## src/rtl/cim_weight_loader.sv

```systemverilog
// Weight-load front end for cim_array_ctrl: packs a byte stream into weight
// words and issues one registered write strobe per word at incrementing addresses.
module cim_weight_loader #(
    parameter int DATA_W = 24,
    parameter int BYTE_W = 8,
    parameter int ADDR_W = 8
) (
    input  logic              clk,
    input  logic              rst,
    input  logic              start,
    input  logic              cfg_bank,
    input  logic [ADDR_W-1:0] cfg_base,
    input  logic [ADDR_W:0]   cfg_len,
    input  logic              abort,
    input  logic [BYTE_W-1:0] s_data,
    input  logic              s_valid,
    output logic              s_ready,
    output logic [DATA_W-1:0] D,
    output logic [ADDR_W-1:0] WA,
    output logic              cima,
    output logic              wen,
    output logic              busy,
    output logic              done
);

    localparam int BYTES_PER_WORD = DATA_W / BYTE_W;
    localparam int CNT_W = (BYTES_PER_WORD > 1) ? $clog2(BYTES_PER_WORD) : 1;
    localparam logic [CNT_W-1:0] LAST_BYTE = CNT_W'(BYTES_PER_WORD - 1);
    localparam logic [CNT_W-1:0] BYTE_ONE = 1;
    localparam logic [ADDR_W:0] WORD_ONE = 1;

    localparam logic [1:0] S_IDLE    = 2'd0;
    localparam logic [1:0] S_COLLECT = 2'd1;
    localparam logic [1:0] S_WRITE   = 2'd2;
    localparam logic [1:0] S_DONE    = 2'd3;

    logic [1:0]        state;
    logic              burst_bank;
    logic [ADDR_W-1:0] burst_base;
    logic [ADDR_W:0]   burst_len;
    logic [CNT_W-1:0]  byte_cnt;
    logic [ADDR_W:0]   word_cnt;
    logic [ADDR_W:0]   word_cnt_inc;
    logic [DATA_W-1:0] pack;
    logic [DATA_W-1:0] pack_next;

    assign s_ready      = (state == S_COLLECT);
    assign wen          = (state == S_WRITE);
    assign done         = (state == S_DONE);
    assign busy         = (state != S_IDLE);
    assign word_cnt_inc = word_cnt + WORD_ONE;

    // NOTE: every always_comb output gets a full default first so no latch is inferred.
    always_comb begin
        pack_next = pack;
        pack_next[byte_cnt*BYTE_W +: BYTE_W] = s_data;
    end

    // NOTE: sequential state uses non-blocking assignments only; reset is synchronous.
    always_ff @(posedge clk) begin
        if (rst) begin
            state      <= S_IDLE;
            burst_bank <= 1'b0;
            burst_base <= '0;
            burst_len  <= '0;
            byte_cnt   <= '0;
            word_cnt   <= '0;
            pack       <= '0;
            D          <= '0;
            WA         <= '0;
            cima       <= 1'b0;
        end else begin
            case (state)
                S_IDLE: begin
                    if (start) begin
                        burst_bank <= cfg_bank;
                        burst_base <= cfg_base;
                        burst_len  <= cfg_len;
                        byte_cnt   <= '0;
                        word_cnt   <= '0;
                        pack       <= '0;
                        state      <= (cfg_len == '0) ? S_DONE : S_COLLECT;
                    end
                end
                S_COLLECT: begin
                    if (abort) begin
                        // A partially packed word is thrown away.
                        state    <= S_IDLE;
                        byte_cnt <= '0;
                        pack     <= '0;
                    end else if (s_valid) begin
                        pack <= pack_next;
                        if (byte_cnt == LAST_BYTE) begin
                            D     <= pack_next;
                            WA    <= burst_base + word_cnt[ADDR_W-1:0];
                            cima  <= burst_bank;
                            state <= S_WRITE;
                        end else begin
                            byte_cnt <= byte_cnt + BYTE_ONE;
                        end
                    end
                end
                S_WRITE: begin
                    // The strobe this cycle already counts, even when aborted.
                    word_cnt <= word_cnt_inc;
                    byte_cnt <= '0;
                    if (abort)
                        state <= S_IDLE;
                    else if (word_cnt_inc == burst_len)
                        state <= S_DONE;
                    else
                        state <= S_COLLECT;
                end
                S_DONE: begin
                    state <= S_IDLE;
                end
                default: begin
                    state <= S_IDLE;
                end
            endcase
        end
    end

endmodule
```

## config.mk

```make
export PLATFORM = sky130hd
export DESIGN_NAME = cim_weight_loader
export DESIGN_NICKNAME = d
export VERILOG_FILES = /design/src/rtl/cim_weight_loader.sv
export SDC_FILE = /design/constraint.sdc
export NUM_CORES = 1
export LEC_CHECK = 0
export BUFFER_PORTS_ARGS = -buffer_cell sky130_fd_sc_hd__buf_2
export CAP_MARGIN = 5
export CORE_AREA = 4 4 92 94
export CTS_CLUSTER_DIAMETER = 30
export DETAILED_ROUTE_END_ITERATION = 8
export DIE_AREA = 0 0 96 98
export HOLD_SLACK_MARGIN = 0.08
export PLACE_DENSITY = 0.83
export SLEW_MARGIN = 20
export SYNTH_ARGS = -nofsm -noshare
export SYNTH_HDL_FRONTEND = slang
export SYNTH_SLANG_ARGS = --single-unit
```

## constraint.sdc

```tcl
create_clock -name clk -period 2.4 [get_ports clk]
set_clock_uncertainty 0.1 [all_clocks]
set_input_delay 0.48 -clock clk [delete_from_list [all_inputs] [get_ports clk]]
set_output_delay 0.48 -clock clk [all_outputs]
set_load 0.01 [all_outputs]
```

==> impl_metrics.tcl, run 1 <==
set metrics [dict create \
    period_needed_ns 2.17 \
    post_cts_buffers 0 \
    whs_path_depth 3 \
    synth.most_common_cell "nand2_1" \
    status "finished, final reports clean" \
    ctsHoldBuffers 0 \
    nets 626 \
    drc_errors 0 \
    power.share.sequential_pct 53.4 \
    cts_resized 0 \
    power_frac_comb_pct 9.1 \
    yosys.area.top_type "dfxtp_1" \
    internal_power_uw 2120 \
    p_leak_uw 0.00201 \
    io_pins 68 \
    post-route-period-util_pct 90.5 \
    min_path_type "in -> reg" \
    numCtsBuffers 9 \
    finalSetupViolCount 0 \
    final_area_mm2 0.00486 \
    ys_top_cells_by_area "dfxtp_1 (42%), nand2_1 (9.9%), a21oi_1 (6.7%)" \
    grt_pass1_vias 3772 \
    hold_viol 0 \
    met3_wirelength_um 669 \
    drv_cap 0 \
    initial_utilization_pct 55.0 \
    syn_nets 564 \
    dp_slack_ns 0.124 \
    syn_area_mm2 0.00421 \
    endpoint_kind "register" \
    ys_seq_area_share_pct 41.9 \
    min-delay-start "cfg_base[3]" \
    antenna_found_initial 0 \
    vdd_ir_drop_max_v 0.000314 \
    critPathRequiredTime_ns 2.59 \
    ys_seq_elements 88 \
    routed_wl_mm 10.5 \
    worst_setup_path_start_kind "register" \
    synth_flop_cell "dfxtp_1" \
    synth_cells 519 \
    p_switching_uw 706 \
    yosys.cell_types.count 59 \
    routed.top_layer "met4" \
    crit_family "simple AND/OR/NAND/NOR gates" \
    vias_per_cell 5.69 \
    dpl_cell_area_mm2 0.00464 \
    fill_cells 680 \
    yosys-top-cells-count "nand2_1 (111), dfxtp_1 (88), a21oi_1 (56), nor2_1 (47), a22oi_1 (30)" \
    first_pass_iters 5 \
    cts.sink_count 88 \
    syn_to_final_growth_pct 15.4 \
    rsz0062_at_grt "false" \
    postRouteAntennaNets 0 \
    core_mm2 0.00765 \
    synth_top_area_share_pct 41.9 \
    clk_latency_ns 0.36 \
    core.rowCount 32 \
    cp_num_buf_inv 2 \
    synth_edf_count 0 \
    ctsRootBufferMaster "clkbuf_8" \
    tns_ns 0 \
    slew_headroom_pct 53.6 \
    path_class "reg -> reg" \
    worst-path-max-fanout 17 \
    place.detailed.hpwl_mm 7.59 \
    htreeDepth 3 \
    critical_path_depth 7 \
    cts.clk_slew.worst_paths_ns 0.09 \
    yosysWarnings 0 \
    grt_start_max_net_pins 27 \
    worst_pin_slew_ns 0.694 \
    antennaDiodeCount 0 \
    vias 3915 \
    layout.cells.non_filler 688 \
    cpPeakStageDelay_ns 0.39 \
    max_clock_freq_ghz 0.460 \
    grt_pass1_wl_mm 17.3 \
    p_per_area_mw_per_mm2 581 \
    synth-async-reset-ratio_pct 0 \
    arrival_ns 2.36 \
    path_cells "inv_1 -> ha_1 -> and2_0 -> and2_1 -> buf_4 -> nand2_1 -> a21oi_1" \
    die_h_um 98 \
    io_buffers 67 \
    die_w_um 96 \
    drv_slew 0 \
    fin_util_pct 63.5 \
    wl_met1_mm 4.38 \
    drtIter0Drc 198 \
    slowest_stage "and2_1" \
    dieArea_mm2 0.00941 \
    grt_overflow 0 \
    sw_frac_of_total_pct 25.0 \
    wl_per_cell_um 15.3 \
    dp_cells 672 \
    gp_congestion 0.860 \
    wl_met2_mm 5.19 \
    crit_start "byte_cnt[0]" \
    worst-r2r-cell-count 7 \
    grtUsageTotal_pct 22.9 \
    cts_buffer_depth 2 \
    cts_tree "built" \
    final_layout_size_suffix_gt1_share_pct 18.8 \
    r2r-start "byte_cnt[0]" \
    clkPwrFrac_pct 37.4 \
    syn_area_per_cell_um2 8.11 \
    timing.final.ws_setup_ns 0.228 \
]
through the flow:
step	total power, uW	hold WS (ns)
final	2820	0.253
after global routing	2940	0.249
after CTS	2830	0.256
after detailed placement	1790	0.346
after global placement	1790	0.341
after floorplan	1700	0.332
worst paths after layout:
path                   end  slack [ns]
max                  D[15]        0.23
min          burst_base[3]        0.25
max reg2reg          D[15]        0.23
min reg2reg           D[0]        0.36
flip-flops by register name, indices dropped and copies added, names as in the netlist:
name	flops
WA	8
D	24
cima	1
burst_bank	1
state	2
pack	24
burst_base	8
byte_cnt	2
burst_len	9
word_cnt	9
worst min-delay path, cell delays in order:
cell,delay (ns)
buf_2,0.10
nand2_1,0.05
a21oi_1,0.05
kinds of logic (layout without fill, tap and decap cells):
logic type,count (synthesis),count (layout),synth area share (%)
flip-flops,88,88,41.9
AND/OR/NAND/NOR,201,201,21.6
XOR/XNOR,12,12,2.50
adder cells (fa/ha/maj),14,14,4.34
AO/OA/AOI/OAI,147,147,23.0
multiplexers,6,6,1.55
buffers and inverters,51,118,5.20
layout make-up:
| cell class | instances | area (um2) | area share, % |
|---|---|---|---|
| sequential | 88 | 1760 | 36.3 |
| clock inverter | 4 | 52.6 | 1.08 |
| tap | 102 | 128 | 2.63 |
| timing repair buffer | 82 | 448 | 9.22 |
| clock buffer | 12 | 155 | 3.20 |
| multi-input combinational | 380 | 2240 | 46.0 |
| inverter | 20 | 75.1 | 1.55 |
cell usage in the layout, fill, tap and decap left out, types with 3 or more instances in the layout:
cell,netlist,layout
xnor2_1,5,5
or3_1,4,4
nand2b_1,4,4
nand3_1,4,4
a22o_1,16,16
xor2_1,7,7
nor2b_1,3,3
inv_1,18,18
nand2_1,111,111
nor2_1,47,47
nor3_1,5,5
ha_1,13,13
buf_2,6,67
o21a_1,5,5
a21o_1,4,4
nor4_1,3,3
a2111oi_0,3,3
clkbuf_8,0,11
dfxtp_1,88,88
o21ai_0,17,17
a21oi_1,56,56
or4_1,3,3
buf_4,1,15
a22oi_1,30,30
power groups by stage:
stage / registers (uW) / clock network (uW) / logic (uW)
2_1_floorplan: 1530 / 0 / 167
3_3_place_gp: 1540 / 0 / 245
3_5_place_dp: 1540 / 0 / 253
4_1_cts: 1510 / 1070 / 255
5_1_grt: 1510 / 1150 / 283
6_report: 1510 / 1060 / 258
per-layer routing:
metal / GRT usage, % / vias to the layer above
li1: - / 1921
met3: 4.39 / 28
met2: 38.1 / 138
met5: 0 / -
met1: 28.1 / 1828
met4: 10.6 / 0
Power figures use the tool's default switching activity.
==> run 2, diff against run 1 <==
--- a/config.mk
+++ b/config.mk
@@ -5,12 +5,13 @@
 export SDC_FILE = /design/constraint.sdc
 export NUM_CORES = 1
 export LEC_CHECK = 0
+export ABC_AREA = 1
 export BUFFER_PORTS_ARGS = -buffer_cell sky130_fd_sc_hd__buf_2
 export CAP_MARGIN = 5
-export CORE_AREA = 4 4 92 94
+export CORE_AREA = 4 4 77 114
 export CTS_CLUSTER_DIAMETER = 30
 export DETAILED_ROUTE_END_ITERATION = 8
-export DIE_AREA = 0 0 96 98
+export DIE_AREA = 0 0 81 118
 export HOLD_SLACK_MARGIN = 0.08
 export PLACE_DENSITY = 0.83
 export SLEW_MARGIN = 20
==> run 2 against run 1 <==
  * Critical path depth shrank 1
  * Worst hold slack gained 0.034 ns
  * Sequential share of layout area shrank 1.3 points
  * Core utilization grew 1.8 points
  * Combinational power grew to 3.7 times the previous value
  * Non-clock buffer count shrank 8
  * Synthesized area grew 3.1%
  * Register-to-register slack gained 0.11 ns
  * Design area grew 3.6%
  * Synthesized cell count grew 13%
  * Flip-flop and latch count is the same
  * Highest routed layer unchanged
==> impl_metrics.tcl, run 2 <==
set metrics [dict create \
    grt_pass1_wl_mm 18.1 \
    r2r-end "pack[13]" \
    max_clock_freq_ghz 0.484 \
    cpPeakStageDelay_ns 0.50 \
    arrival_ns 2.22 \
    synth_cells 586 \
    timing.final.ws_setup_ns 0.336 \
    hold_end "burst_base[2]" \
    final_common_cell "nand2_1" \
    p_leak_uw 0.00220 \
    yosys.area.top_type "dfxtp_1" \
    drv_slew 0 \
    ctsHoldBuffers 0 \
    cts_tree "built" \
    slew_headroom_pct 56.0 \
    io_buffers 67 \
    die_w_um 81 \
    numCtsBuffers 9 \
    yosys.cell_types.count 34 \
    grtUsageTotal_pct 23.9 \
    post_cts_buffers 0 \
    tns_ns 0 \
    vias 4111 \
    grt_pass1_vias 4126 \
    die_h_um 118 \
    dpl_cell_area_mm2 0.00473 \
    min-delay-start "cfg_base[2]" \
    core.rowCount 39 \
    antenna_found_initial 0 \
    hold_viol 0 \
    postRouteAntennaNets 0 \
    rrSetupSlack_ns 0.34 \
    core_mm2 0.00771 \
    cts_buffer_depth 2 \
    synth-async-reset-ratio_pct 0 \
    vias_per_cell 5.50 \
    rsz0062_at_grt "false" \
    dp_slack_ns 0.349 \
    yosysWarnings 0 \
    cts_resized 0 \
    finalSetupViolCount 0 \
    htreeDepth 3 \
    worst-path-max-fanout 12 \
    period_needed_ns 2.06 \
    endpoint_kind "register" \
    antennaDiodeCount 0 \
    final_layout_size_suffix_gt1_share_pct 18.4 \
    reg_top3 "D (24), pack (24)" \
    cts.clk_slew.worst_paths_ns 0.06 \
    p_total_uw 4040 \
    crit_family "compound AO/OA/AOI/OAI gates" \
    grt_start_max_net_pins 50 \
    gp_congestion 0.891 \
    slowest_stage "o32ai_1" \
    path_cells "inv_1 -> ha_1 -> nand2_1 -> o32ai_1 -> a21oi_1 -> a211oi_1" \
    p_per_area_mw_per_mm2 804 \
    io_pins 68 \
    cts.sink_count 88 \
    syn_area_per_cell_um2 7.40 \
    syn_to_final_growth_pct 16.0 \
    wl_per_cell_um 14.4 \
    ys_seq_elements 88 \
    place.detailed.hpwl_mm 7.75 \
    drtIter0Drc 259 \
    syn_nets 631 \
    worst_setup_path_start_kind "register" \
    clk_latency_ns 0.34 \
    mostFrequentLayoutCells "nand2_1 (89), dfxtp_1 (88), nor2_1 (82)" \
    min_path_type "in -> reg" \
    yosys-top-cells-count "nand2_1 (90), dfxtp_1 (88), nor2_1 (82), inv_1 (73), a21oi_1 (57)" \
    status "finished, final reports clean" \
    post-route-period-util_pct 86.0 \
    vdd_ir_drop_max_v 0.000500 \
    first_pass_iters 5 \
    ys_top_cells_by_area "dfxtp_1 (41%), nand2_1 (7.8%), nor2_1 (7.1%)" \
    fin_util_pct 65.3 \
    nets 687 \
    worst-r2r-cell-count 6 \
    whs_path_depth 3 \
    initial_utilization_pct 56.3 \
    synth_edf_count 0 \
    cp_num_buf_inv 1 \
    path_class "reg -> reg" \
    worst_pin_slew_ns 0.660 \
    routed_wl_mm 10.8 \
    syn_area_mm2 0.00434 \
    synth_flop_cell "dfxtp_1" \
    ys_seq_area_share_pct 40.6 \
    critPathRequiredTime_ns 2.56 \
    drv_cap 0 \
    synth.most_common_cell "nand2_1" \
    final_area_mm2 0.00503 \
    ctsRootBufferMaster "clkbuf_16" \
    synth_top_area_share_pct 40.6 \
    drc_errors 0 \
    dieArea_mm2 0.00956 \
    grt_overflow 0 \
    r2r-start "byte_cnt[1]" \
]
-- run 2: cell count changes after synthesis, moves of 19 or more --
cell / change
a22oi_1: -30
o21ai_0: +23
inv_1: +55
nand2_1: -21
nand3_1: +28
a211oi_2: +19
nor2_1: +35
-- run 2: logic make-up (layout without fill, tap and decap cells) --
| kind of cell | Yosys count | after routing | synth area share, % |
|---|---|---|---|
| AOI/OAI and AO/OA | 157 | 157 | 23.2 |
| adders and majority gates | 14 | 14 | 4.21 |
| and+or+nand+nor | 216 | 216 | 20.7 |
| xor gates and xnor gates | 5 | 5 | 1.01 |
| buffers and inverters | 106 | 166 | 10.2 |
| DFF | 88 | 88 | 40.6 |
-- run 2: worst max-delay path by stage --
stage          slack [ns]        start  cells after the start        to
6_report             0.34  byte_cnt[1]                      6  pack[13]
3_3_place_gp         0.43  word_cnt[0]                     11     WA[6]
5_1_grt              0.16  byte_cnt[0]                      7   pack[4]
2_1_floorplan        0.54  word_cnt[0]                     11     WA[6]
4_1_cts              0.33  byte_cnt[0]                     10     WA[3]
3_5_place_dp         0.35  byte_cnt[0]                     10     WA[3]
-- run 2: tightest hold or removal path, stage by stage --
cell	delay [ns]
buf_2	0.07
o21ai_0	0.07
nor2_1	0.07
-- run 2: cell type report --
| cell class | instances | area [um2] |
|---|---|---|
| Clock buffer | 11 | 253 |
| Clock inverter | 4 | 52.6 |
| Fill cell | 723 | 2680 |
| Inverter | 77 | 290 |
| Multi-Input combinational cell | 392 | 2130 |
| Sequential cell | 88 | 1760 |
| Tap cell | 102 | 128 |
| Timing Repair Buffer | 74 | 413 |
-- run 2: metal layers --
metal	routed length (um)	up-vias	track usage, %
li1	-	2051	-
met1	4140	1892	25.6
met2	5690	128	43.0
met3	534	40	4.52
met4	432	0	12.2
met5	0	-	0
-- run 2: metrics by stage --
step | hold WS, ns | std cells
6_report | 0.287 | 748
5_1_grt | 0.297 | 748
4_1_cts | 0.287 | 748
3_5_place_dp | 0.351 | 733
3_3_place_gp | 0.347 | 733
2_1_floorplan | 0.337 | 586
-- run 2: power breakdown --
part,leakage [uW],internal (uW),total [uW],switching (uW)
sequential,0.000718,1600,1670,64.0
clock,0.000152,861,1430,570
combinational,0.00133,322,945,623
total,0.00220,2790,4040,1260
==> run 3, diff against run 2 <==
--- a/config.mk
+++ b/config.mk
@@ -14,6 +14,7 @@
 export DIE_AREA = 0 0 81 118
 export HOLD_SLACK_MARGIN = 0.08
 export PLACE_DENSITY = 0.83
+export RECOVER_POWER = 25
 export SLEW_MARGIN = 20
 export SYNTH_ARGS = -nofsm -noshare
 export SYNTH_HDL_FRONTEND = slang
==> run 3 against run 2 <==
  * Global-route usage unchanged
  * Non-clock buffer count unchanged
  * Clock power about the same
  * Cell count unchanged
  * Worst hold slack about the same
  * Combinational power is essentially flat
  * Register-to-register slack about the same
  * Largest power group unchanged
  * Design area down 0.77%
==> impl_metrics.tcl, run 3 (synthesis results as in run 2) <==
set metrics [dict create \
    layout.cells.non_filler 748 \
    max_clock_freq_ghz 0.484 \
    vdd_ir_drop_max_v 0.000499 \
    nets 687 \
    dp_slack_ns 0.349 \
    dp_cells 733 \
    internal_power_uw 2780 \
    endpoint_kind "register" \
    antenna_found_initial 0 \
    ctsRootBufferMaster "clkbuf_16" \
    cpPeakStageDelay_ns 0.50 \
    p_switching_uw 1260 \
    reg_top3 "D (24), pack (24)" \
    worst_pin_slew_ns 0.664 \
    numCtsBuffers 9 \
    grtUsageTotal_pct 23.9 \
    worst_setup_path_start_kind "register" \
    place.detailed.hpwl_mm 7.75 \
    clkPwrFrac_pct 35.5 \
    ctsHoldBuffers 0 \
    tns_ns 0 \
    timing.final.ws_setup_ns 0.333 \
    p_leak_uw 0.00206 \
    final_area_mm2 0.00499 \
    status "finished, final reports clean" \
    wl_per_cell_um 14.5 \
    htreeDepth 3 \
    die_h_um 118 \
    grt_pass1_vias 4126 \
    cts_tree "built" \
    die_w_um 81 \
    path_class "reg -> reg" \
    grt_start_max_net_pins 50 \
    drv_cap 0 \
    grt_overflow 0 \
    period_needed_ns 2.07 \
    drv_slew 0 \
    cts.clk_slew.worst_paths_ns 0.06 \
    slowest_stage "o32ai_1" \
    cts_buffer_depth 2 \
    min_path_type "in -> reg" \
    initial_utilization_pct 56.3 \
    first_pass_iters 4 \
    rsz0062_at_grt "false" \
    worst-path-max-fanout 12 \
    hold_viol 0 \
    power_frac_comb_pct 23.3 \
    final_layout_size_suffix_gt1_share_pct 13.6 \
    gp_congestion 0.891 \
    clk_latency_ns 0.34 \
    post_cts_buffers 0 \
    critPathRequiredTime_ns 2.56 \
    drtIter0Drc 238 \
    path_cells "inv_1 -> ha_1 -> nand2_1 -> o32ai_1 -> a21oi_1 -> a211oi_1" \
    antennaDiodeCount 0 \
    grt_pass1_wl_mm 18.1 \
    fin_util_pct 64.8 \
    core.rowCount 39 \
    slew_headroom_pct 55.7 \
    cts_resized 0 \
    sw_frac_of_total_pct 31.2 \
    arrival_ns 2.22 \
    mostFrequentLayoutCells "nand2_1 (89), dfxtp_1 (88), nor2_1 (82)" \
    p_per_area_mw_per_mm2 810 \
    io_pins 68 \
    power.share.sequential_pct 41.2 \
    dieArea_mm2 0.00956 \
    post-route-period-util_pct 86.1 \
    dpl_cell_area_mm2 0.00473 \
    io_buffers 67 \
    cts.sink_count 88 \
    rrSetupSlack_ns 0.33 \
    finalSetupViolCount 0 \
    postRouteAntennaNets 0 \
    vias_per_cell 5.47 \
    drc_errors 0 \
    vias 4094 \
    routed_wl_mm 10.8 \
    core_mm2 0.00771 \
    syn_to_final_growth_pct 15.1 \
    final_common_cell "nand2_1" \
]
run 3: final cells by class:
type,instances,area (um2)
clock inverters,4,52.6
well taps,102,128
fillers,739,2720
multi-input cells,392,2130
inverters,77,290
repair buffers,74,374
clock buffers,11,253
flip-flops and latches,88,1760
run 3: path summary, 6_finish.rpt:
kind / from / endpoint / cells after the start
max: byte_cnt[1] / pack[13] / 6
min: cfg_base[2] / burst_base[2] / 3
max reg2reg: byte_cnt[1] / pack[13] / 6
min reg2reg: pack[11] / pack[11] / 2
run 3: through the flow:
stage	hold slack, ns	power, uW
finish	0.287	4040
CTS	0.287	4050
detailed placement	0.351	2630
global route	0.297	4250
global placement	0.347	2590
floorplan	0.337	2420
run 3: routing by layer:
metal | global-route usage [%] | vias up | wire length, um
met1 | 25.6 | 1888 | 4180
met5 | 0 | - | 0
met2 | 43.0 | 126 | 5730
met4 | 12.2 | 0 | 407
li1 | - | 2047 | -
met3 | 4.52 | 33 | 517
run 3: power by group through the flow:
stage / logic [uW] / clock network (uW) / registers (uW)
2_1_floorplan: 730 / 0 / 1690
3_3_place_gp: 897 / 0 / 1690
3_5_place_dp: 929 / 0 / 1700
4_1_cts: 939 / 1440 / 1670
5_1_grt: 1060 / 1510 / 1680
6_report: 943 / 1430 / 1670
run 3: worst max-delay path: cells and delay by family, from the launching register on:
family / cells / cell delay, ns
compound gates: 3 / 0.82
fa+ha+maj: 1 / 0.40
buf+inv: 1 / 0.12
flops: 1 / 0.33
simple gates: 1 / 0.21
